===== config.mk =====
export PLATFORM = sky130hd
export DESIGN_NAME = reg32_write_arbiter
export DESIGN_NICKNAME = d
export VERILOG_FILES = /design/src/rtl/reg32_arb_pkg.sv /design/src/rtl/rr_arb3.sv /design/src/rtl/reg32_write_arbiter.sv
export SDC_FILE = /design/constraint.sdc
export NUM_CORES = 1
export LEC_CHECK = 0
export BUFFER_PORTS_ARGS = -buffer_cell sky130_fd_sc_hd__buf_4
export CAP_MARGIN = 10
export CORE_UTILIZATION = 41
export DETAILED_ROUTE_END_ITERATION = 10
export PLACE_DENSITY = 0.81
export RECOVER_POWER = 50
export SYNTH_ARGS = -nofsm -noshare
export SYNTH_HDL_FRONTEND = slang
export SYNTH_SLANG_ARGS = --single-unit

===== constraint.sdc =====
create_clock -name clk -period 1.7 [get_ports clk]
set_input_delay 0.17 -clock clk [delete_from_list [all_inputs] [get_ports clk]]
set_output_delay 0.17 -clock clk [all_outputs]
set_load 0.005 [all_outputs]

===== src/rtl/reg32_arb_pkg.sv =====
// Shared types, constants and small decode helpers for the three-writer
// configuration-register arbiter.
package reg32_arb_pkg;

    localparam int unsigned NUM_REQ = 3;
    localparam int unsigned GNT_W   = 2;
    localparam logic [GNT_W-1:0] GNT_NONE = 2'd3;

    typedef enum logic [1:0] {
        IDLE  = 2'd0,
        WRITE = 2'd1,
        ACK   = 2'd2
    } state_e;

    // Request bit of requester idx; an out-of-range index reads as no request.
    function automatic logic req_bit(input logic [NUM_REQ-1:0] req_vec,
                                     input logic [GNT_W-1:0]   idx);
        logic bit_v;
        case (idx)
            2'd0:    bit_v = req_vec[0];
            2'd1:    bit_v = req_vec[1];
            2'd2:    bit_v = req_vec[2];
            default: bit_v = 1'b0;
        endcase
        return bit_v;
    endfunction

    function automatic logic [NUM_REQ-1:0] idx_onehot(input logic [GNT_W-1:0] idx);
        logic [NUM_REQ-1:0] oh_v;
        case (idx)
            2'd0:    oh_v = 3'b001;
            2'd1:    oh_v = 3'b010;
            2'd2:    oh_v = 3'b100;
            default: oh_v = 3'b000;
        endcase
        return oh_v;
    endfunction

endpackage


===== src/rtl/rr_arb3.sv =====
// Combinational round-robin picker for three requesters; search starts at the
// requester following the last winner.
module rr_arb3
    import reg32_arb_pkg::*;
(
    input  logic [NUM_REQ-1:0] req_i,
    input  logic [GNT_W-1:0]   rr_last_i,
    output logic               gnt_valid_o,
    output logic [GNT_W-1:0]   gnt_idx_o
);

    logic [GNT_W-1:0] ord0_s;
    logic [GNT_W-1:0] ord1_s;
    logic [GNT_W-1:0] ord2_s;

    // Priority order derived from the last winner.
    always_comb begin
        case (rr_last_i)
            2'd0: begin
                ord0_s = 2'd1;
                ord1_s = 2'd2;
                ord2_s = 2'd0;
            end
            2'd1: begin
                ord0_s = 2'd2;
                ord1_s = 2'd0;
                ord2_s = 2'd1;
            end
            default: begin
                ord0_s = 2'd0;
                ord1_s = 2'd1;
                ord2_s = 2'd2;
            end
        endcase
    end

    // First requesting index in priority order wins.
    always_comb begin
        gnt_valid_o = |req_i;
        gnt_idx_o   = GNT_NONE;
        if (req_bit(req_i, ord0_s)) begin
            gnt_idx_o = ord0_s;
        end else if (req_bit(req_i, ord1_s)) begin
            gnt_idx_o = ord1_s;
        end else if (req_bit(req_i, ord2_s)) begin
            gnt_idx_o = ord2_s;
        end else begin
            gnt_idx_o = GNT_NONE;
        end
    end

endmodule


===== src/rtl/reg32_write_arbiter.sv =====
// Round-robin arbitrated write port for one shared configuration register:
// grant, commit and a one-cycle ack per transaction, with an external lockout.
module reg32_write_arbiter
    import reg32_arb_pkg::*;
#(
    parameter int unsigned          WIDTH   = 32,
    parameter logic [WIDTH-1:0]     RST_VAL = '0,
    parameter int unsigned          CNT_W   = 8
) (
    input  logic             clk,
    input  logic             rst,
    input  logic             req0,
    input  logic             req1,
    input  logic             req2,
    input  logic [WIDTH-1:0] data0,
    input  logic [WIDTH-1:0] data1,
    input  logic [WIDTH-1:0] data2,
    input  logic             busy_in,
    output logic             ack0,
    output logic             ack1,
    output logic             ack2,
    output logic [WIDTH-1:0] reg_out,
    output logic             busy_out,
    output logic [GNT_W-1:0] grant_id,
    output logic [CNT_W-1:0] wr_count
);

    state_e             state_q,   state_d;
    logic [WIDTH-1:0]   reg_q,     reg_d;
    logic [NUM_REQ-1:0] ack_q,     ack_d;
    logic               busy_q,    busy_d;
    logic [GNT_W-1:0]   gnt_q,     gnt_d;
    logic [CNT_W-1:0]   cnt_q,     cnt_d;
    logic [GNT_W-1:0]   rr_last_q, rr_last_d;

    logic [NUM_REQ-1:0] req_vec_s;
    logic               arb_valid_s;
    logic [GNT_W-1:0]   arb_idx_s;
    logic [WIDTH-1:0]   data_sel_s;

    assign req_vec_s = {req2, req1, req0};

    rr_arb3 u_rr_arb3 (
        .req_i       (req_vec_s),
        .rr_last_i   (rr_last_q),
        .gnt_valid_o (arb_valid_s),
        .gnt_idx_o   (arb_idx_s)
    );

    // Write data of the currently granted requester.
    always_comb begin
        case (gnt_q)
            2'd0:    data_sel_s = data0;
            2'd1:    data_sel_s = data1;
            2'd2:    data_sel_s = data2;
            default: data_sel_s = '0;
        endcase
    end

    // Next-state and registered-output logic; ack defaults low so it pulses.
    always_comb begin
        state_d   = state_q;
        reg_d     = reg_q;
        ack_d     = 3'b000;
        busy_d    = busy_q;
        gnt_d     = gnt_q;
        cnt_d     = cnt_q;
        rr_last_d = rr_last_q;
        case (state_q)
            IDLE: begin
                if (!busy_in && arb_valid_s) begin
                    state_d   = WRITE;
                    gnt_d     = arb_idx_s;
                    busy_d    = 1'b1;
                    rr_last_d = arb_idx_s;
                end else begin
                    state_d   = IDLE;
                end
            end
            WRITE: begin
                // busy_in is deliberately not consulted: a grant always finishes.
                if (req_bit(req_vec_s, gnt_q)) begin
                    state_d = ACK;
                    reg_d   = data_sel_s;
                    ack_d   = idx_onehot(gnt_q);
                    cnt_d   = cnt_q + {{(CNT_W-1){1'b0}}, 1'b1};
                end else begin
                    state_d = IDLE;
                    busy_d  = 1'b0;
                    gnt_d   = GNT_NONE;
                end
            end
            ACK: begin
                state_d = IDLE;
                busy_d  = 1'b0;
                gnt_d   = GNT_NONE;
            end
            default: begin
                state_d = IDLE;
                busy_d  = 1'b0;
                gnt_d   = GNT_NONE;
            end
        endcase
    end

    // State and output registers.
    always_ff @(posedge clk or posedge rst) begin
        if (rst) begin
            state_q   <= IDLE;
            reg_q     <= RST_VAL;
            ack_q     <= 3'b000;
            busy_q    <= 1'b0;
            gnt_q     <= GNT_NONE;
            cnt_q     <= '0;
            rr_last_q <= 2'd2;
        end else begin
            state_q   <= state_d;
            reg_q     <= reg_d;
            ack_q     <= ack_d;
            busy_q    <= busy_d;
            gnt_q     <= gnt_d;
            cnt_q     <= cnt_d;
            rr_last_q <= rr_last_d;
        end
    end

    assign ack0     = ack_q[0];
    assign ack1     = ack_q[1];
    assign ack2     = ack_q[2];
    assign reg_out  = reg_q;
    assign busy_out = busy_q;
    assign grant_id = gnt_q;
    assign wr_count = cnt_q;

endmodule


Word-level counts from Yosys, hierarchy flattened
Cells that the tools add are included.
{"block": "op_classes", "muxes": 27, "order_cmp": 0, "n_bitwise": 0, "eq_ne": 12, "multipliers": 0, "div_mod_pow": 0, "shift": 0, "add_sub_neg": 1, "reduce_logical": 12}
{"operator": "32-bit one-hot mux with 3 select lines", "n": 1}
{"operator": "2-bit one-hot mux with 2 select lines", "n": 5}
{"operator": "2-bit by 1-bit equality test with 1-bit output, second input constant", "n": 6}
{"operator": "2-bit zero test", "n": 6}
{"operator": "2-bit 2-to-1 mux", "n": 6}
{"operator": "1-bit one-hot mux with 3 select lines", "n": 4}
{"operator": "3-bit one-hot mux with 3 select lines", "n": 1}
{"operator": "8-bit by 1-bit adder with 8-bit output, second input constant", "n": 1}
{"operator": "2-bit equality test, second input constant", "n": 4}
{"operator": "1-bit 2-to-1 mux", "n": 7}
{"operator": "3-bit 2-to-1 mux", "n": 2}
{"operator": "2-bit AND reduction", "n": 3}
{"operator": "2-bit inequality test, second input constant", "n": 2}
{"operator": "3-bit OR reduction", "n": 1}
{"operator": "1-bit one-hot mux with 2 select lines", "n": 1}
{"operator": "1-bit logical AND", "n": 1}
{"operator": "1-bit zero test", "n": 1}
{"block": "totals", "elab_cells": 59, "regBits": 50, "input_bits": 102, "output_inout_bits": 46, "mem_bits_rw": 0, "mem_count": 0, "rom_bits": 0, "latch_bits": 0}

Depth between registers and ports, before layout
{"block": "logic_depth", "ltp_word": 12, "ltp_mapped": 6, "ltp_nobuf": 4}

By module
From an unflattened synthesis, not the netlist that was laid out.
{"block": "hier_totals", "cells_unflattened": 251, "area_unflattened_um2": 2673.8}
{"mod": "reg32_write_arbiter", "instances": 1, "seq_area_each_um2": 1255.0, "cells_each": 243, "area_each_um2": 2617.5}
{"mod": "rr_arb3", "instances": 1, "seq_area_each_um2": 0.0, "cells_each": 8, "area_each_um2": 56.3}

Worst setup path after synthesis
OpenSTA, ideal clock, no wires.
{"block": "synth_path", "path_kind": "reg2reg", "start": "register gnt_q[0], in the netlist grant_id[0]", "end": "register reg_q[0], in the netlist reg_out[0]", "period_less_slack_ps": 1710, "stages_incl_launch_ff": 7, "arrival_ps": 1585, "path_buffers": 2, "setup_time_ps": 125, "path_slack_ps": -10, "t_required_ps": 1575, "cell_sequence": "dfstp_2 buf_6 mux2_4 nand3b_4 nand2_4 buf_6 mux2_4"}
{"block": "synth_via", "elab_chain_cells": 4, "elab_cells_between_ends": 7, "cone_classes": "eq/ne (2); mux (3); reduce/logical (2)"}
{"element": "start, declared", "line_no": "reg32_write_arbiter.sv:32", "text": "logic [GNT_W-1:0] gnt_q, gnt_d;"}
{"element": "start signal, assigned", "line_no": "reg32_write_arbiter.sv:121", "text": "gnt_q <= gnt_d;"}
{"element": "2-bit equality test, or another cell as far along", "line_no": "reg32_arb_pkg.sv:19, reg32_write_arbiter.sv:52"}
{"element": "1-bit one-hot mux with 3 select lines", "line_no": "reg32_arb_pkg.sv:19", "text": "case (idx)"}
{"element": "1-bit 2-to-1 mux", "line_no": "reg32_write_arbiter.sv:69", "text": "case (state_q)"}
{"element": "2-bit AND reduction (no source line)"}
{"element": "end signal, assigned", "line_no": "reg32_write_arbiter.sv:118", "text": "reg_q <= reg_d;"}
{"element": "end, declared", "line_no": "reg32_write_arbiter.sv:29", "text": "logic [WIDTH-1:0] reg_q, reg_d;"}
Parallel ways exist; a longest one is shown, timed or not. The select of a mux whose other input is x is not followed.
A chain may end at the register's enable or synchronous reset.

Worst setup path after layout
{"block": "layout_path", "start": "register gnt_q[0], in the netlist grant_id[0]", "end": "register reg_q[12], in the netlist reg_out[12]"}
The elaborated chain is that of the path after synthesis.

==> reports/results.ini <==
[outcome]
outcome = finished, violations left
violations = design-rule violations

[sta]
hold_violations = 0
rsz0062_at_grt = true
fin_crit_sh_pct = 98.43
fin_crit_ps = 1673
finalClockSkew_ps = 6.330
slew_violations = 0
hold_ws_ps = 214.8
setup_violations = 0
tightest_slew_ps = 911.5
relSlewSlack_pct = 39.17
fmax_ghz = 0.5976

[synth]
synth-edff-count = 0
syn_avg_cell_area_um2 = 11.30
synth_area_um2 = 2780
ys_ff_latch = 50
ys.flop_type = dfrtp_1
yosys.area.top_type = dfrtp_1
synth_async_sr_flop_share_pct = 100.0
synth_nets = 349
syn_inst = 246
synth_top_area_share_pct = 42.30
synth.area.top_cells = dfrtp_1 (42%), mux2_4 (16%), mux2i_1 (12%), o21ai_0 (5.9%), nand2_1 (4.6%)
yosys_warnings = 0
ys_types = 32
ys_seq_area_share_pct = 45.14

[clock_network]
clockBufferDepth = 2
clkLatencyLatePin_ps = 290
root_buffer = clkbuf_8
clk_pin_slew_worst_paths_ps = 90
cts_tree = done
htree_num_levels = 2
cts_resized = 0
numCtsBuffers = 5
cts.sinks = 50

[global_route]
grt_pass1_wl_um = 11440
grt-ovfl-total = 0
grt_use_met3_pct = 5.113
grt_max_degree = 29
antenna_found_initial = 0
track_usage_pct = 20.25
grt_use_met1_pct = 23.61
grt-busiest-layer = met2
grt_pass1_vias = 2481
met2_usage_pct = 37.56

[layout]
n_antenna_cell = 0
nNetsFinal = 502
final_layout_size_suffix_gt1_share_pct = 50.25
instances_no_fill = 477
area_growth_pct = 49.10

[die]
die_height_um = 84.35
rows = 29
dieArea_um2 = 7114
floorplan.initialDensity_pct = 43.05
core-area_um2 = 6459
io_pins = 148
die_width_um = 84.35

[setup_path]
worst_setup_path_end_kind = register
cp_cell_sequence = mux2_4 -> nand3b_4 -> nand2_4 -> buf_12 -> mux2_4
cpPeakStageDelay_ps = 600
cp.required_ps = 1880
critPathCapture = reg_out[12]
cp_max_fo = 20
cp_top_family = multiplexers
cp-startpoint = grant_id[0]
arrival_ps = 1850
regToRegSetupSlack_ps = 30
critical_path_depth = 5
r2r_end = reg_out[12]
cp_num_buf_inv = 1
crit_path_start_kind = register
r2r_cells = 5
critical_path_class = register to register
crit_slowest_cell = dfstp_2
cpMostUsedCell = mux2_4
r2r_start = grant_id[0]

[placement]
dp_cells = 466
hpwlAfterDp_um = 5440
gp_congestion = 0.7622
port_buffers = 147

[worst_hold_path]
whs_path_depth = 4
hold_path.class = input pin to register

[routing]
dr.pass1.iters = 7
drcViolationCount = 14
num_vias = 2404
drt_iter0_drc = 88
drt_wl_total_um = 7156
vias_per_cell = 5.040
wl_per_cell_um = 15.00
ant_nets = 0

[power]
fin_total_pwr_mw = 5.023
peakVddDrop_mv = 0.5648
power.density_nw_per_um2 = 1212
leakagePower_nw = 2.231

[flow_run]
drv_cap = 0

stage by stage:
step | instance area (um2) | TNS [ps] | util [%] | worst slack, ps
2_1_floorplan | 2780 | -247.9 | - | -9.933
3_3_place_gp | 4023 | 0 | 62.28 | 80.16
3_5_place_dp | 4023 | 0 | 62.28 | 50.16
4_1_cts | 4139 | 0 | 64.08 | 35.88
5_1_grt | 4145 | -61.20 | 64.18 | -13.32
6_report | 4145 | 0 | 64.18 | 26.77
cell type report:
cell class	count	area (um2)
Timing Repair Buffer	161	1252
Sequential cell	50	1255
Fill cell	550	2313
Clock inverter	1	30.03
Inverter	4	15.01
Clock buffer	7	76.32
Tap cell	77	96.34
Multi-Input combinational cell	177	1420
registers in the layout (all words and copies together), names as in the netlist:
signal,cells
ack_q,3
wr_count,8
rr_last_q,2
busy_out,1
reg_out,32
state_q,2
grant_id,2
placed cells by master (no fill, tap or decap), types with 2 or more instances in the layout:
cell type	count
o21ai_0	33
clkbuf_4	32
clkbuf_1	9
inv_1	4
nand2_1	34
nand3_1	6
clkbuf_8	5
buf_12	4
dfrtp_1	47
mux2_4	29
o211ai_1	2
a21boi_1	2
nor2_1	6
xor2_1	7
mux2i_1	33
mux2_2	5
a21oi_1	5
buf_4	116
dfstp_2	3
cells in the mapped netlist, types with 2 or more instances:
cell	instances
buf_6	4
o211ai_1	2
o21ai_0	33
xor2_1	7
inv_1	4
mux2_4	29
buf_2	5
nand2_1	34
dfrtp_1	47
a21oi_1	5
nand3_1	6
nor2_1	6
dfstp_2	3
mux2_2	5
mux2i_1	33
clkbuf_1	6
a21boi_1	2
where the power goes:
| part | total [mW] | switching, mW | internal (mW) |
|---|---|---|---|
| registers | 1.94 | 0.307 | 1.63 |
| clock network | 0.806 | 0.366 | 0.441 |
| logic | 2.28 | 0.864 | 1.41 |
worst min path at each step:
| stage | startpoint | end | slack (ps) |
|---|---|---|---|
| global placement | rst | reg_out[20] | 220 |
| CTS | busy_in | state_q[0] | 180 |
| finish | data2[21] | reg_out[21] | 210 |
| floorplan | busy_in | state_q[0] | 270 |
| detailed placement | rst | reg_out[20] | 240 |
| global route | data2[16] | reg_out[16] | 210 |
worst min-delay path, stage by stage:
cell and delay [ps]:
buf_4 80, nand2_1 30, o21ai_0 70, mux2_4 140
routing by layer:
| metal | up-vias | part of all wire [%] |
|---|---|---|
| met3 | 2 | 7.3 |
| met4 | 0 | 0.22 |
| met5 | - | 0 |
| li1 | 1164 | - |
| met1 | 1134 | 40 |
| met2 | 104 | 53 |
cell families (layout without fill, tap and decap cells):
family          Yosys count  count (layout)  share of synthesized area, %
compound gates           47              47                         9.226
xor+xnor                  7               7                         2.205
fa+ha+maj                 1               1                        0.4500
buf+inv                  19             173                         3.870
flops                    50              50                         45.14
mux                      67              67                         29.57
simple gates             55              55                         9.541
timing repair:
item | CTS | global route
hold buffers | 1 | 0
endpoints found under the hold margin | 22 | 0
endpoints found under the setup margin | 0 | 16
setup buffers | 0 | 1
No activity file was read; power rests on OpenSTA's default activity.
